--- src/rtl/music_pkg.sv ---
// Shared definitions for the buzzer player: note word layout, sequencer
// states and the tempo scaling helper.
package music_pkg;

   localparam int DUR_MSB  = 15;
   localparam int DUR_LSB  = 13;
   localparam int FREQ_MSB = 9;
   localparam int FREQ_LSB = 0;
   localparam int FREQ_W   = 10;

   localparam logic [FREQ_W-1:0] END_MARK  = 10'h3FF;
   localparam logic [FREQ_W-1:0] REST_FREQ = 10'h000;

   typedef enum logic [2:0] {
      ST_IDLE   = 3'd0,
      ST_FETCH  = 3'd1,
      ST_WAIT   = 3'd2,
      ST_DECODE = 3'd3,
      ST_DIV    = 3'd4,
      ST_PLAY   = 3'd5,
      ST_DONE   = 3'd6
   } seq_state_t;

   // Clock cycles per duration unit.
   function automatic longint unsigned rang_temp(input longint unsigned clk_ref,
                                                 input longint unsigned size,
                                                 input longint unsigned temp);
      return (clk_ref * size) / temp;
   endfunction

endpackage

--- src/rtl/seq_divider.sv ---
// Restoring divider: DIVIDEND / divisor, one quotient bit per cycle,
// done pulses one cycle after the last iteration.
module seq_divider #(
   parameter int unsigned DIVIDEND = 32'd50_000_000,
   parameter int          QW       = 32'd26,
   parameter int          DVW      = 32'd11
) (
   input  logic           clk,
   input  logic           reset_l,
   input  logic           start,
   input  logic           abort,
   input  logic [DVW-1:0] divisor,
   output logic           done,
   output logic [QW-1:0]  quotient
);

   localparam int CW = $clog2(QW + 1);

   logic [QW-1:0]  quo_r;
   logic [DVW-1:0] rem_r;
   logic [DVW-1:0] dvs_r;
   logic [CW-1:0]  cnt_r;
   logic           busy_r;
   logic           done_r;
   logic [DVW:0]   shift_s;
   logic [DVW:0]   diff_s;

   // Trial subtraction; a set MSB on diff_s means the divisor did not fit.
   always_comb begin
      shift_s = {rem_r, quo_r[QW-1]};
      diff_s  = shift_s - {1'b0, dvs_r};
   end

   // Load on start, drop everything on abort, otherwise iterate while busy.
   always_ff @(posedge clk or posedge reset_l) begin
      if (reset_l) begin
         quo_r  <= {QW{1'b0}};
         rem_r  <= {DVW{1'b0}};
         dvs_r  <= {DVW{1'b0}};
         cnt_r  <= {CW{1'b0}};
         busy_r <= 1'b0;
         done_r <= 1'b0;
      end else if (start) begin
         quo_r  <= QW'(DIVIDEND);
         rem_r  <= {DVW{1'b0}};
         dvs_r  <= divisor;
         cnt_r  <= CW'(QW);
         busy_r <= 1'b1;
         done_r <= 1'b0;
      end else if (abort) begin
         busy_r <= 1'b0;
         done_r <= 1'b0;
      end else if (busy_r) begin
         if (!diff_s[DVW]) begin
            rem_r <= diff_s[DVW-1:0];
            quo_r <= {quo_r[QW-2:0], 1'b1};
         end else begin
            rem_r <= shift_s[DVW-1:0];
            quo_r <= {quo_r[QW-2:0], 1'b0};
         end
         cnt_r <= cnt_r - CW'(1'b1);
         if (cnt_r == CW'(1'b1)) begin
            busy_r <= 1'b0;
            done_r <= 1'b1;
         end
      end else begin
         done_r <= 1'b0;
      end
   end

   assign done     = done_r;
   assign quotient = quo_r;

endmodule

--- src/rtl/note_play_sequencer.sv ---
// Note RAM playback controller: arbitrates the RAM port with the loader,
// fetches note words in order and drives the buzzer for each note.
module note_play_sequencer
   import music_pkg::*;
#(
   parameter int unsigned CLK_REF  = 32'd50_000_000,
   parameter int unsigned SIZE     = 32'd4,
   parameter int unsigned TEMP     = 32'd8,
   parameter int unsigned NOTE_MIN = 32'd21,
   parameter int unsigned NOTE_MAX = 32'd520,
   parameter int          ADDR_W   = 32'd8
) (
   input  logic              clk,
   input  logic              reset_l,
   input  logic              wr_req,
   input  logic [ADDR_W-1:0] wr_addr,
   input  logic [15:0]       wr_data,
   output logic              wr_gnt,
   output logic              mem_we,
   output logic [ADDR_W-1:0] mem_addr,
   output logic [15:0]       mem_wdata,
   input  logic [15:0]       mem_rdata,
   input  logic              start,
   input  logic              stop,
   output logic              work,
   output logic              complit,
   output logic              buzzer_o,
   output logic              bad_note
);

   localparam longint unsigned RANG_TEMP = rang_temp(CLK_REF, SIZE, TEMP);
   localparam int              DUR_W     = $clog2(RANG_TEMP * 64'd8);
   localparam int              QW        = $clog2(CLK_REF);
   localparam logic [DUR_W-1:0]  RT_L      = DUR_W'(RANG_TEMP);
   localparam logic [FREQ_W-1:0] FMIN      = FREQ_W'(NOTE_MIN);
   localparam logic [FREQ_W-1:0] FMAX      = FREQ_W'(NOTE_MAX);
   localparam logic [ADDR_W-1:0] ADDR_LAST = {ADDR_W{1'b1}};

   seq_state_t        state_r, state_nx_s;
   logic [ADDR_W-1:0] addr_r;
   logic [DUR_W-1:0]  dur_cnt_r, dur_load_s;
   logic [QW-1:0]     hp_r, hp_cnt_r, quo_s, hp_new_s;
   logic              tone_en_r, buzzer_r, bad_note_r;
   logic [FREQ_W-1:0] freq_s;
   logic              end_s, bad_s, rest_s, dur_end_s, hp_end_s;
   logic              div_start_s, div_done_s, abort_s, gnt_s;
   logic              unused_s;

   // Field decode of the word currently on the read bus.
   always_comb begin
      freq_s     = mem_rdata[FREQ_MSB:FREQ_LSB];
      end_s      = (freq_s == END_MARK);
      bad_s      = !end_s && (freq_s != REST_FREQ) && ((freq_s < FMIN) || (freq_s > FMAX));
      rest_s     = (freq_s == REST_FREQ) || bad_s;
      dur_load_s = (DUR_W'(mem_rdata[DUR_MSB:DUR_LSB]) + DUR_W'(1'b1)) * RT_L - DUR_W'(1'b1);
      dur_end_s  = (dur_cnt_r == {DUR_W{1'b0}});
      hp_end_s   = (hp_cnt_r == {QW{1'b0}});
      hp_new_s   = (quo_s == {QW{1'b0}}) ? QW'(1'b1) : quo_s;
      abort_s    = (state_r != ST_DIV);
      gnt_s      = (state_r == ST_IDLE) && wr_req && !start && !reset_l;
   end

   // Next-state logic; stop pulls any active state straight back to IDLE.
   always_comb begin
      state_nx_s  = state_r;
      div_start_s = 1'b0;
      case (state_r)
         ST_IDLE: begin
            if (start) state_nx_s = ST_FETCH;
            else       state_nx_s = ST_IDLE;
         end
         ST_FETCH: begin
            if (stop) state_nx_s = ST_IDLE;
            else      state_nx_s = ST_WAIT;
         end
         ST_WAIT: begin
            if (stop) state_nx_s = ST_IDLE;
            else      state_nx_s = ST_DECODE;
         end
         ST_DECODE: begin
            if (stop)        state_nx_s = ST_IDLE;
            else if (end_s)  state_nx_s = ST_DONE;
            else if (rest_s) state_nx_s = ST_PLAY;
            else begin
               state_nx_s  = ST_DIV;
               div_start_s = 1'b1;
            end
         end
         ST_DIV: begin
            if (stop)            state_nx_s = ST_IDLE;
            else if (div_done_s) state_nx_s = ST_PLAY;
            else                 state_nx_s = ST_DIV;
         end
         ST_PLAY: begin
            if (stop)                     state_nx_s = ST_IDLE;
            else if (!dur_end_s)          state_nx_s = ST_PLAY;
            else if (addr_r == ADDR_LAST) state_nx_s = ST_DONE;
            else                          state_nx_s = ST_FETCH;
         end
         ST_DONE:  state_nx_s = ST_IDLE;
         default:  state_nx_s = ST_IDLE;
      endcase
   end

   // State register.
   always_ff @(posedge clk or posedge reset_l) begin
      if (reset_l) state_r <= ST_IDLE;
      else         state_r <= state_nx_s;
   end

   // Address, duration, half-period and buzzer datapath.
   always_ff @(posedge clk or posedge reset_l) begin
      if (reset_l) begin
         addr_r     <= {ADDR_W{1'b0}};
         dur_cnt_r  <= {DUR_W{1'b0}};
         hp_r       <= {QW{1'b0}};
         hp_cnt_r   <= {QW{1'b0}};
         tone_en_r  <= 1'b0;
         buzzer_r   <= 1'b0;
         bad_note_r <= 1'b0;
      end else begin
         if (state_nx_s == ST_IDLE)
            addr_r <= {ADDR_W{1'b0}};
         else if ((state_r == ST_PLAY) && (state_nx_s == ST_FETCH))
            addr_r <= addr_r + ADDR_W'(1'b1);

         if (state_r == ST_DECODE) begin
            dur_cnt_r <= dur_load_s;
            tone_en_r <= !rest_s && !end_s;
         end else if ((state_r == ST_PLAY) && !dur_end_s) begin
            dur_cnt_r <= dur_cnt_r - DUR_W'(1'b1);
         end

         if ((state_r == ST_DIV) && div_done_s) begin
            hp_r     <= hp_new_s;
            hp_cnt_r <= hp_new_s - QW'(1'b1);
         end else if (state_r == ST_PLAY) begin
            hp_cnt_r <= hp_end_s ? (hp_r - QW'(1'b1)) : (hp_cnt_r - QW'(1'b1));
         end

         // Silent outside PLAY; the first PLAY cycle is always low.
         if (state_nx_s != ST_PLAY)
            buzzer_r <= 1'b0;
         else if ((state_r == ST_PLAY) && tone_en_r && hp_end_s)
            buzzer_r <= ~buzzer_r;

         if ((state_r == ST_IDLE) && start)
            bad_note_r <= 1'b0;
         else if ((state_r == ST_DECODE) && !stop && bad_s)
            bad_note_r <= 1'b1;
      end
   end

   seq_divider #(
      .DIVIDEND (CLK_REF),
      .QW       (QW),
      .DVW      (FREQ_W + 1)
   ) u_div (
      .clk      (clk),
      .reset_l  (reset_l),
      .start    (div_start_s),
      .abort    (abort_s),
      .divisor  ({freq_s, 1'b0}),
      .done     (div_done_s),
      .quotient (quo_s)
   );

   assign unused_s  = ^mem_rdata[12:10];
   assign wr_gnt    = gnt_s;
   assign mem_we    = gnt_s;
   assign mem_addr  = gnt_s ? wr_addr : addr_r;
   assign mem_wdata = gnt_s ? wr_data : 16'h0000;
   assign work      = (state_r != ST_IDLE);
   assign complit   = (state_r == ST_DONE);
   assign buzzer_o  = buzzer_r;
   assign bad_note  = bad_note_r;

endmodule

--- config.mk ---
export PLATFORM = sky130hd
export DESIGN_NAME = note_play_sequencer
export DESIGN_NICKNAME = d
export VERILOG_FILES = /design/src/rtl/music_pkg.sv /design/src/rtl/seq_divider.sv /design/src/rtl/note_play_sequencer.sv
export SDC_FILE = /design/constraint.sdc
export NUM_CORES = 1
export LEC_CHECK = 0
export ABC_CLOCK_PERIOD_IN_PS = 4400
export BUFFER_PORTS_ARGS = -buffer_cell sky130_fd_sc_hd__buf_2
export CAP_MARGIN = 20
export CORE_MARGIN = 3
export CORE_UTILIZATION = 38
export CTS_BUF_LIST = sky130_fd_sc_hd__clkbuf_4
export DETAILED_ROUTE_END_ITERATION = 8
export PLACE_DENSITY = 0.64
export SYNTH_ARGS = -nofsm -noshare
export SYNTH_HDL_FRONTEND = slang
export SYNTH_SLANG_ARGS = --single-unit
--- constraint.sdc ---
create_clock -name clk -period 4.4 [get_ports clk]
set_clock_uncertainty 0.1 [all_clocks]
set_input_delay 0.22 -clock clk [delete_from_list [all_inputs] [get_ports clk]]
set_output_delay 0.22 -clock clk [all_outputs]
set_load 0.05 [all_outputs]
## Word-level counts from Yosys, hierarchy flattened

Index checks and enable logic that the tools add are counted.

- Flip-flop bits (word level): 148
- Input bits: 45
- Output and inout bits: 30
- Logic and storage cells: 127

- Add/subtract/negate cells: 9
- Multipliers: 1
- $lt $le $gt $ge: 2
- Eq/ne operators: 14
- Mux-type cells: 49
- Bitwise operators: 1
- Reductions and logical operators: 37

Operator list:

| operator | count |
|---|---|
| $mux 26 | 7 |
| $sub 26x1->26 const B | 3 |
| $mux 28 | 2 |
| $sub 28x1->28 const B | 2 |
| $logic_not 26->1 | 2 |
| $mux 11 | 4 |
| $logic_not 28->1 | 1 |
| $mux 8 | 3 |
| $mul 4x19->22 const B | 1 |
| $mux 1 | 20 |
| $pmux 3 s6 | 1 |
| $mux 16 | 1 |
| $mux 3 | 5 |
| $mux 5 | 3 |
| $logic_and 1x1->1 | 14 |
| $reduce_bool 2->1 | 6 |
| $sub 12x11->12 | 1 |
| $eq 10x10->1 const B | 1 |
| $gt 10x10->1 const B | 1 |
| $logic_not 10->1 | 1 |
| $lt 10x5->1 const B | 1 |
| $reduce_bool 10->1 | 1 |
| $eq 3x3->1 const B | 3 |
| $add 8x1->8 const B | 1 |
| other kinds (16) | 28 |

## Longest topological paths before layout

Gate-level depths: netlist (run 1).

- Depth after elaboration: 13
- Gate-level depth with buffers: 18
- Gate-level depth less buffers: 16

## Modules after synthesis

From an unflattened synthesis (run 1), not the netlist that was laid out.

- Cell total of the unflattened synthesis: 1,183
- Area total of the unflattened synthesis: 10,108.4 um^2

Modules (own cells, without submodules):

| module | times used | cells an instance | area an instance (um^2) | sequential area each (um^2) |
|---|---|---|---|---|
| note_play_sequencer | 1 | 876 | 7,235.7 | 2,352.3 |
| seq_divider | 1 | 307 | 2,872.8 | 1,376.3 |

## Least setup slack after synthesis (run 1)

OpenSTA, ideal clock, no wires.

- Kind: input to register
- Start: in mem_rdata[13]
- End: reg dur_cnt_r[27]
- Setup time: 0.135 ns
- Arrival time: 4.179 ns
- Required time: 4.165 ns
- Setup slack: -0.013 ns
- Stages: 17
- Path buffers: 3
- Cells stage by stage: buf_2 > inv_1 > ha_1 > clkbuf_1 > inv_1 > fa_1 > fa_1 > ha_1 > clkbuf_1 > and3_1 > a221oi_1 > a21oi_1 > a211oi_1 > xnor2_1 > nor4_1 > xnor2_1 > o21ai_0

- Longest elaborated chain between the ends: 4

Ends and longest elaborated chain:

| what | line | RTL |
|---|---|---|
| start: declaration | note_play_sequencer.sv:22 | `input logic [15:0] mem_rdata,` |
| $add 3x1->4 | note_play_sequencer.sv:55 | `dur_load_s = (DUR_W'(mem_rdata[DUR_MSB:DUR_LSB]) + DUR_W'(1'b1)) * RT_L - DUR_W'(1'b1);` |
| $mul 4x19->22 | note_play_sequencer.sv:55 |  |
| $sub 28x1->28 | note_play_sequencer.sv:55 |  |
| $mux 28 | note_play_sequencer.sv:127 | `if (state_r == ST_DECODE) begin` |
| end signal: assignment | note_play_sequencer.sv:115 | `dur_cnt_r <= {DUR_W{1'b0}};` |
| end signal: assignment | note_play_sequencer.sv:128 | `dur_cnt_r <= dur_load_s;` |
| end signal: assignment | note_play_sequencer.sv:131 | `dur_cnt_r <= dur_cnt_r - DUR_W'(1'b1);` |
| end: declaration | note_play_sequencer.sv:41 | `logic [DUR_W-1:0] dur_cnt_r, dur_load_s;` |

No other way between the ends.
A chain may end at the register's enable or synchronous reset.

## Worst setup path in the final report (run 1)

Same ends and word-level chain as after synthesis.

==> results of run 1 <==
[power by group]
group | internal (uW) | switching (uW)
clock network | 238 | 566
registers | 1800 | 508
logic | 1160 | 1490
total | 3200 | 2560
[per-stage QoR]
stage	power [uW]	cells
2_1_floorplan	4290	1103
3_3_place_gp	4900	1474
3_5_place_dp	4970	1474
4_1_cts	5790	1521
5_1_grt	6270	1522
6_report	5760	1522
[metal layers]
metal  wire [um]  part of all wire  track usage
met1       11100              0.47        0.243
met2       11200              0.48        0.293
met3         845             0.036       0.0325
met4         352             0.015       0.0504
met5           0                 0            0
[sequential cells by signal, indices dropped and copies added, names as in the netlist, 3 cells and up]
register and cells:
hp_cnt_r 26, u_div.quotient 26, u_div.rem_r 11, u_div.dvs_r 10, addr_r 8, dur_cnt_r 28, u_div.cnt_r 5, state_r 3
hp_r 26
[final cells by class]
class | count | area, sq um | area share
diodes | 1 | 2.50 | 0.000235
clock inverters | 15 | 125 | 0.0118
flip-flops and latches | 148 | 3700 | 0.348
well taps | 324 | 405 | 0.0381
multi-input cells | 857 | 5390 | 0.506
repair buffers | 114 | 716 | 0.0672
inverters | 46 | 178 | 0.0167
clock buffers | 17 | 128 | 0.0120
[placed cells by master (no fill, tap or decap), drive strengths merged, types with 5 or more instances in the layout]
cell type / n
nand2: 229
nand3: 20
nor3: 34
ha: 40
nor4b: 5
inv: 52
nor4: 24
o31ai: 11
nor2: 62
o21ai: 112
dlygate4sd3: 15
or2: 6
xor2: 32
and3: 8
mux2: 11
a21oi: 33
buf: 99
or4: 7
o211a: 8
clkbuf: 17
and2: 19
xnor2: 36
or3: 7
nand2b: 10
fa: 9
clkinv: 6
nand3b: 5
nand4: 15
nor2b: 8
a31o: 5
o21a: 11
o211ai: 6
dfrtp: 148
a31oi: 15
mux2i: 12
[final timing paths]
kind	start	endpoint	slack (ns)	depth (start not counted)
worst max-delay path	mem_rdata[13]	dur_cnt_r[27]$_DFFE_PP0P_	0.25	17
worst min-delay path	mem_rdata[14]	dur_cnt_r[9]$_DFFE_PP0P_	0.06	4
worst max register to register	state_r[1]$_DFF_PP0_	hp_cnt_r[25]$_DFFE_PP0P_	1.09	9
worst min register to register	hp_r[25]$_DFFE_PP0P_	hp_r[25]$_DFFE_PP0P_	0.39	2
max in group asynchronous	reset_l	state_r[1]$_DFF_PP0_	2.90	4
min in group asynchronous	reset_l	dur_cnt_r[26]$_DFFE_PP0P_	0.22	3
[worst max-delay path: cells and delay by family]
kind	cells	cell delay, ns
and+or+nand+nor	1	0.32
xor gates and xnor gates	3	0.49
adders and majority gates	4	1.67
buffers and inverters	4	0.94
AOI/OAI and AO/OA	5	0.84
[what timing repair did]
action | 4_1_cts | 5_1_grt
resized for setup | 0 | 1
hold buffers | 15 | 0
endpoints found under the setup margin | 0 | 1
endpoints found under the hold margin | 89 | 0
setup buffers | 0 | 0
[logic make-up after synthesis]
kind of cell | count (synthesis)
simple gates | 469
compound gates | 248
flops | 148
buf+inv | 98
xor+xnor | 68
fa+ha+maj | 49
mux | 23
==> results_dict.tcl, run 1 <==
set metrics [dict create \
    status "completed" \
    final_util 0.436 \
    grt_pass1_vias 7878 \
    place_ws_ns 0.201 \
    slew_headroom 0.303 \
    boundaryPins 75 \
    stdcell_area_sq_mm 0.0106 \
    die_y_um 164 \
    synthArstFlopShare 1.00 \
    post-route-period-util 0.944 \
    grt_setup_unrepaired "no" \
    fill_cells 2460 \
    final_nets 1278 \
    grt_pass1_wl_um 39100 \
    power.density_mw_per_mm2 541 \
    antenna_found_initial 1 \
    crit_path_start_kind "primary input" \
    synth_area_leaders "dfrtp_1 39%, nand2_1 9.1%, o21ai_0 5.8%" \
    worst-path-max-fanout 6 \
    first_iter_violations 553 \
    worstPathArrival_ns 4.49 \
    area_growth_pct 12.6 \
    hpwlAfterDp_um 16800 \
    htreeDepth 4 \
    root_buffer "clkbuf_4" \
    ys_ff_latch 148 \
    core_sq_mm 0.0244 \
    tightestPinTransition_ns 1.02 \
    place_area_sq_mm 0.0102 \
    cp-end-kind "flip-flop" \
    cts_tree "yes" \
    synth_area_leader_cell "dfrtp_1" \
    yosysMostFrequentCell "nand2_1" \
    ys_seq_area_frac 0.392 \
    synth_top_cell_area_share 0.392 \
    syn_nets 1197 \
    cap_violations 0 \
    fin_crit_ns 4.15 \
    portBuffers 71 \
    drc_errors 0 \
    worstPathRequired_ns 4.74 \
    synth_compound_area_frac 0.165 \
    synthesis.area_sq_mm 0.00945 \
    clk_pin_slew_ns 0.13 \
    syn_inst 1103 \
    postRouteAntennaNets 0 \
    die_w_um 164 \
    ys.flop_type "dfrtp_1" \
    setup.worst_path.class "in -> reg" \
    routed_wl_um 23500 \
    avgSynthCellArea_sq_um 8.57 \
    ys_types 76 \
    grt_max_degree 76 \
    wire_per_inst_um 15.4 \
    synth_common_cells "229 x nand2_1, 148 x dfrtp_1, 110 x o21ai_0" \
    globalplace.congestion 0.864 \
    clock_latency_ns 0.58 \
    num_vias 8149 \
    irDropWorstVdd_mv 0.239 \
    slowest_delay_ns 0.60 \
    slowest_stage "fa_1" \
    dieArea_sq_mm 0.0268 \
    tns_ns 0 \
    setup_viol 0 \
    hp-class "in -> reg" \
    dr.pass1.iters 5 \
    drv_slew 0 \
    groute.usage.overall 0.179 \
    synthAdderAreaFrac 0.0720 \
    clock-sinks 148 \
    cts_buffers 17 \
    synth_xor_area_frac 0.0630 \
    leakage_uw 0.00472 \
    finalHoldViolations 0 \
    synthSimpleGateAreaFrac 0.239 \
    cts_buffer_depth 2 \
    synth_top_family_by_area "simple AND/OR/NAND/NOR gates" \
    rows 57 \
    max_freq_mhz 241 \
    drive_gt1_frac 0.140 \
    crit_chain "dlygate4sd3_1 -> buf_2 -> ha_1 -> xor2_2 -> fa_1 -> fa_1 -> inv_1 -> ha_1 -> a21o_1 -> a221oi_1 -> buf_4 -> a21oi_1 -> a211oi_1 -> xnor2_1 -> nor4_1 -> xnor2_1 -> o21ai_0" \
    whs_ns 0.0649 \
    synth.area.mux_share 0.0258 \
    via_per_inst 5.35 \
    ys_warn_count 0 \
    worst_slack_ns 0.245 \
    overflow 0 \
    start_util 0.387 \
    synth_enable_flop_cells 0 \
]
Power figures use the tool's default switching activity.
==> run 2, diff against run 1 <==
Settings changed: BUFFER_PORTS_ARGS -buffer_cell sky130_fd_sc_hd__buf_2 to default, DONT_BUFFER_PORTS from default to 1, PLACE_DENSITY 0.64 to 0.61.
==> results_dict.tcl, run 2 (synthesis gave the netlist of run 1 again) <==
set metrics [dict create \
    fill_cells 2482 \
    clock-sinks 148 \
    power.density_mw_per_mm2 558 \
    hp-class "in -> reg" \
    cp-end-kind "flip-flop" \
    grt_max_degree 94 \
    grt_pass1_vias 7638 \
    area_growth_pct 9.23 \
    stdcell_area_sq_mm 0.0103 \
    tightestPinTransition_ns 0.875 \
    drv_slew 0 \
    grt_pass1_wl_um 38700 \
    setup.worst_path.class "in -> reg" \
    slew_headroom 0.416 \
    whs_ns 0.0277 \
    portBuffers 0 \
    drive_gt1_frac 0.0827 \
    place_area_sq_mm 0.00987 \
    first_iter_violations 541 \
    cts_tree "yes" \
    worst-path-max-fanout 7 \
    post-route-period-util 0.954 \
    clock_latency_ns 0.58 \
    multi_input_area_sq_mm 0.00539 \
    crit_chain "dlygate4sd3_1 -> ha_1 -> xor2_2 -> buf_4 -> fa_1 -> fa_1 -> ha_1 -> a21o_1 -> a221oi_2 -> a21oi_1 -> a211oi_1 -> xnor2_1 -> nor4_1 -> xnor2_1 -> o21ai_0" \
    antenna_found_initial 1 \
    globalplace.congestion 0.837 \
    register_area_sq_mm 0.00370 \
    final_common_cell "nand2_1" \
    clk_pin_slew_ns 0.15 \
    cts_buffer_depth 2 \
    regToRegStartpoint "state_r[1]$_DFF_PP0_" \
    top_register "dur_cnt_r" \
    crit_path_start_kind "primary input" \
    leakage_uw 0.00441 \
    largest_reg_flops 28 \
    finalPower_uw 5760 \
    hpwlAfterDp_um 16700 \
    drc_errors 0 \
    dr.pass1.iters 5 \
    dieArea_sq_mm 0.0268 \
    start_util 0.387 \
    wire_per_inst_um 16.1 \
    num_vias 7948 \
    core_sq_mm 0.0244 \
    rows 57 \
    hp-start "mem_rdata[8]" \
    cap_violations 0 \
    status "completed" \
    fin_crit_ns 4.20 \
    final_nets 1206 \
    post_cts_buffers 0 \
    layout_common_cells "229 x nand2_1, 148 x dfrtp_1, 110 x o21ai_0" \
    via_per_inst 5.48 \
    irDropWorstVdd_mv 0.200 \
    htreeDepth 4 \
    max_freq_mhz 238 \
    worstPathArrival_ns 4.55 \
    routed_wl_um 23400 \
    slowest_stage "dlygate4sd3_1" \
    setup_viol 0 \
    cts_buffers 17 \
    groute.usage.overall 0.179 \
    die_w_um 164 \
    root_buffer "clkbuf_4" \
    slowest_delay_ns 0.66 \
    postRouteAntennaNets 0 \
    boundaryPins 75 \
    finalHoldViolations 0 \
    crit_path_start "mem_rdata[13]" \
    worstPathRequired_ns 4.75 \
    overflow 0 \
    die_y_um 164 \
]
run 2: cell types whose count changed in the layout (fill, tap and decap cells not counted), sizes merged:
cell         change
bufinv           +1
clkinvlp         -2
inv              +2
dlygate4sd3      +2
clkinv           -1
buf             -74
run 2: layout make-up:
type                            count  area share
Inverter                           46      0.0172
Antenna cell                        1    0.000242
Clock buffer                       17      0.0124
Sequential cell                   148       0.359
Tap cell                          324      0.0393
Timing Repair Buffer               42      0.0358
Multi-Input combinational cell    857       0.523
Clock inverter                     15      0.0138
run 2: layer usage:
layer | track usage | vias up | part of all wire
met3 | 0.0323 | 32 | 0.037
met1 | 0.234 | 3850 | 0.46
met2 | 0.303 | 175 | 0.49
li1 | - | 3891 | -
met4 | 0.0527 | 0 | 0.021
met5 | 0 | - | 0
run 2: worst max-delay path, delay by kind of cell:
kind | cells | cell delay, ns
fa+ha+maj | 4 | 1.67
compound gates | 5 | 1.05
xor+xnor | 3 | 0.48
simple gates | 1 | 0.33
buf+inv | 2 | 0.81
run 2: report_power, final:
part	leakage, uW	internal [uW]	switching (uW)	total, uW
logic	0.00245	1130	1470	2600
clock network	0.000147	295	555	850
registers	0.00182	1800	508	2310
run 2: timing repair:
action | CTS | global route
gates resized for setup | 0 | 2
hold buffers | 17 | 0
endpoints found under the hold margin | 119 | 0
endpoints found under the setup margin | 0 | 1
run 2: worst paths after layout:
path                                                       end  cells past startpoint  slack [ns]
worst max-delay path                 dur_cnt_r[27]$_DFFE_PP0P_                     15        0.20
worst min register to register             hp_r[1]$_DFFE_PP0P_                      2        0.40
min in group asynchronous                addr_r[6]$_DFFE_PP0P_                      2        0.21
worst max register to register        hp_cnt_r[25]$_DFFE_PP0P_                      8        0.68
worst min-delay path                      state_r[1]$_DFF_PP0_                      4        0.03
max in group asynchronous       u_div.quotient[25]$_DFFE_PP0P_                      3        3.02
run 2: through the flow:
stage	setup TNS, ns	instances	util	setup slack (ns)
6_report	0	1450	0.423	0.201
5_1_grt	-0.0179	1450	0.423	-0.0179
4_1_cts	0	1449	0.423	0.181
3_5_place_dp	0	1400	0.404	0.274
3_3_place_gp	0	1399	0.404	0.314
2_1_floorplan	0	1103	-	0.0805
==> run 3, diff against run 2 <==
==> constraint.sdc (replaced) <==
create_clock -name clk -period 4.4 [get_ports clk]
set_clock_uncertainty 0.1 [all_clocks]
set_input_delay 0.44 -clock clk [delete_from_list [all_inputs] [get_ports clk]]
set_output_delay 0.44 -clock clk [all_outputs]
set_load 0.05 [all_outputs]
==> results_dict.tcl, run 3 (synthesis gave the netlist of run 1 again) <==
set metrics [dict create \
    ctsResizeCount 0 \
    irDropWorstVdd_mv 0.250 \
    boundaryPins 75 \
    status "completed" \
    wl_met1_um 10900 \
    cts_buffer_depth 2 \
    finalHoldViolations 0 \
    cap_violations 0 \
    crit_path_start_kind "flip-flop" \
    post_cts_buffers 0 \
    groute.usage.overall 0.178 \
    root_buffer "clkbuf_4" \
    first_iter_violations 478 \
    hpwlAfterDp_um 16600 \
    p_comb_frac 0.455 \
    num_vias 7877 \
    final_nets 1205 \
    largest_reg_flops 28 \
    core_sq_mm 0.0244 \
    clock_latency_ns 0.58 \
    overflow 0 \
    power_frac_seq 0.404 \
    wl_met3_um 927 \
    p_clk_frac 0.140 \
    setup.worst_path.class "reg -> out" \
    worst_slack_ns 0.657 \
    cp-end-kind "output pin" \
    grt_pass1_wl_um 38700 \
    path_buf_inv 1 \
    grt_pass1_vias 7580 \
    grt_setup_unrepaired "no" \
    worstPathArrival_ns 3.20 \
    portBuffers 0 \
    tightestPinTransition_ns 0.772 \
    power.density_mw_per_mm2 555 \
    start_util 0.387 \
    slowest_delay_ns 0.56 \
    drc_errors 0 \
    dr.pass1.iters 4 \
    dieArea_sq_mm 0.0268 \
    layout_common_cells "229 x nand2_1, 148 x dfrtp_1, 110 x o21ai_0" \
    antenna_found_initial 2 \
    fill_cells 2453 \
    cp_top_family "simple AND/OR/NAND/NOR gates" \
    area_growth_pct 8.91 \
    worst-path-max-fanout 26 \
    tns_ns 0 \
    wire_per_inst_um 16.0 \
    drive_gt1_frac 0.0854 \
    hp-class "in -> reg" \
    globalplace.congestion 0.832 \
    clk_pin_slew_ns 0.16 \
    reg2reg_depth 8 \
    slew_headroom 0.472 \
    post-route-period-util 0.851 \
    die_w_um 164 \
    min_path_cells 3 \
    p_int_uw 3170 \
    cts_tree "yes" \
    place_ws_ns 0.168 \
    slowest_stage "dfrtp_1" \
    clock-sinks 148 \
    worstPathRequired_ns 3.86 \
    via_per_inst 5.44 \
    highest_layer "met4" \
    fin_crit_ns 3.74 \
    crit_chain "nor2_1 -> nand2_1 -> nor4b_2 -> buf_4 -> and2_1" \
    cp_num_cells 5 \
    routed_wl_um 23200 \
    drv_slew 0 \
    leakage_uw 0.00439 \
    cts_buffers 17 \
    max_freq_mhz 267 \
    top_register "dur_cnt_r" \
    p_sw_uw 2540 \
    grt_max_degree 85 \
    final_common_cell "nand2_1" \
    htreeDepth 4 \
    die_y_um 164 \
    wl_met2_um 10800 \
    rows 57 \
    setup_viol 0 \
    postRouteAntennaNets 0 \
    netSwitchingFraction 0.445 \
]
## run 3: layer usage
metal	global-route usage	up-vias
met5	0	-
met2	0.292	192
met4	0.0646	0
met3	0.0277	33
li1	-	3884
met1	0.238	3768
## run 3: area by class of cell
cell class	instances	area, sq um	share of cell area
clock inverter	14	118	0.0114
sequential	148	3700	0.360
tap	324	405	0.0394
clock buffer	18	135	0.0131
inverter	46	180	0.0175
multi-input combinational	857	5390	0.523
antenna	1	2.50	0.000243
timing repair buffer	41	362	0.0351
## run 3: path summary, 6_finish.rpt
kind,from,end,slack (ns)
worst max-delay path,state_r[1]$_DFF_PP0_,mem_wdata[1],0.66
worst min-delay path,mem_rdata[15],dur_cnt_r[9]$_DFFE_PP0P_,0.04
worst max register to register,state_r[1]$_DFF_PP0_,hp_cnt_r[25]$_DFFE_PP0P_,1.06
worst min register to register,hp_r[12]$_DFFE_PP0P_,hp_r[12]$_DFFE_PP0P_,0.39
max in group asynchronous,reset_l,hp_r[8]$_DFFE_PP0P_,2.98
min in group asynchronous,reset_l,addr_r[5]$_DFFE_PP0P_,0.20
## run 3: through the flow
| stage | utilization | instance area [sq um] | cells | total power, uW | hold slack (ns) |
|---|---|---|---|---|---|
| after global routing | 0.422 | 10300 | 1449 | 6220 | 0.00671 |
| after global placement | 0.405 | 9890 | 1401 | 4850 | 0.206 |
| after detailed placement | 0.405 | 9890 | 1401 | 4910 | 0.212 |
| final | 0.422 | 10300 | 1449 | 5710 | 0.0402 |
| after floorplan | - | 9470 | 1103 | 4300 | 0.339 |
| after CTS | 0.422 | 10300 | 1448 | 5730 | 0.000163 |
## run 3: power by group through the flow
| stage | registers, uW | logic, uW | clock network (uW) |
|---|---|---|---|
| final | 2310 | 2600 | 802 |
| after global routing | 2370 | 2950 | 890 |
| after CTS | 2310 | 2600 | 831 |
| after detailed placement | 2330 | 2580 | 0 |
| after global placement | 2330 | 2520 | 0 |
| after floorplan | 2150 | 2150 | 0 |
## run 3: worst register-to-register path: cells and delay by family, from the launching register on
family / cells / cell delay [ns]
AOI/OAI and AO/OA: 4 / 1.12
DFF: 1 / 0.56
and+or+nand+nor: 4 / 1.39
## run 3: repair_timing
item                                    CTS  global route
hold buffers                             15             0
endpoints found under the setup margin    0             0
endpoints found under the hold margin    47             0
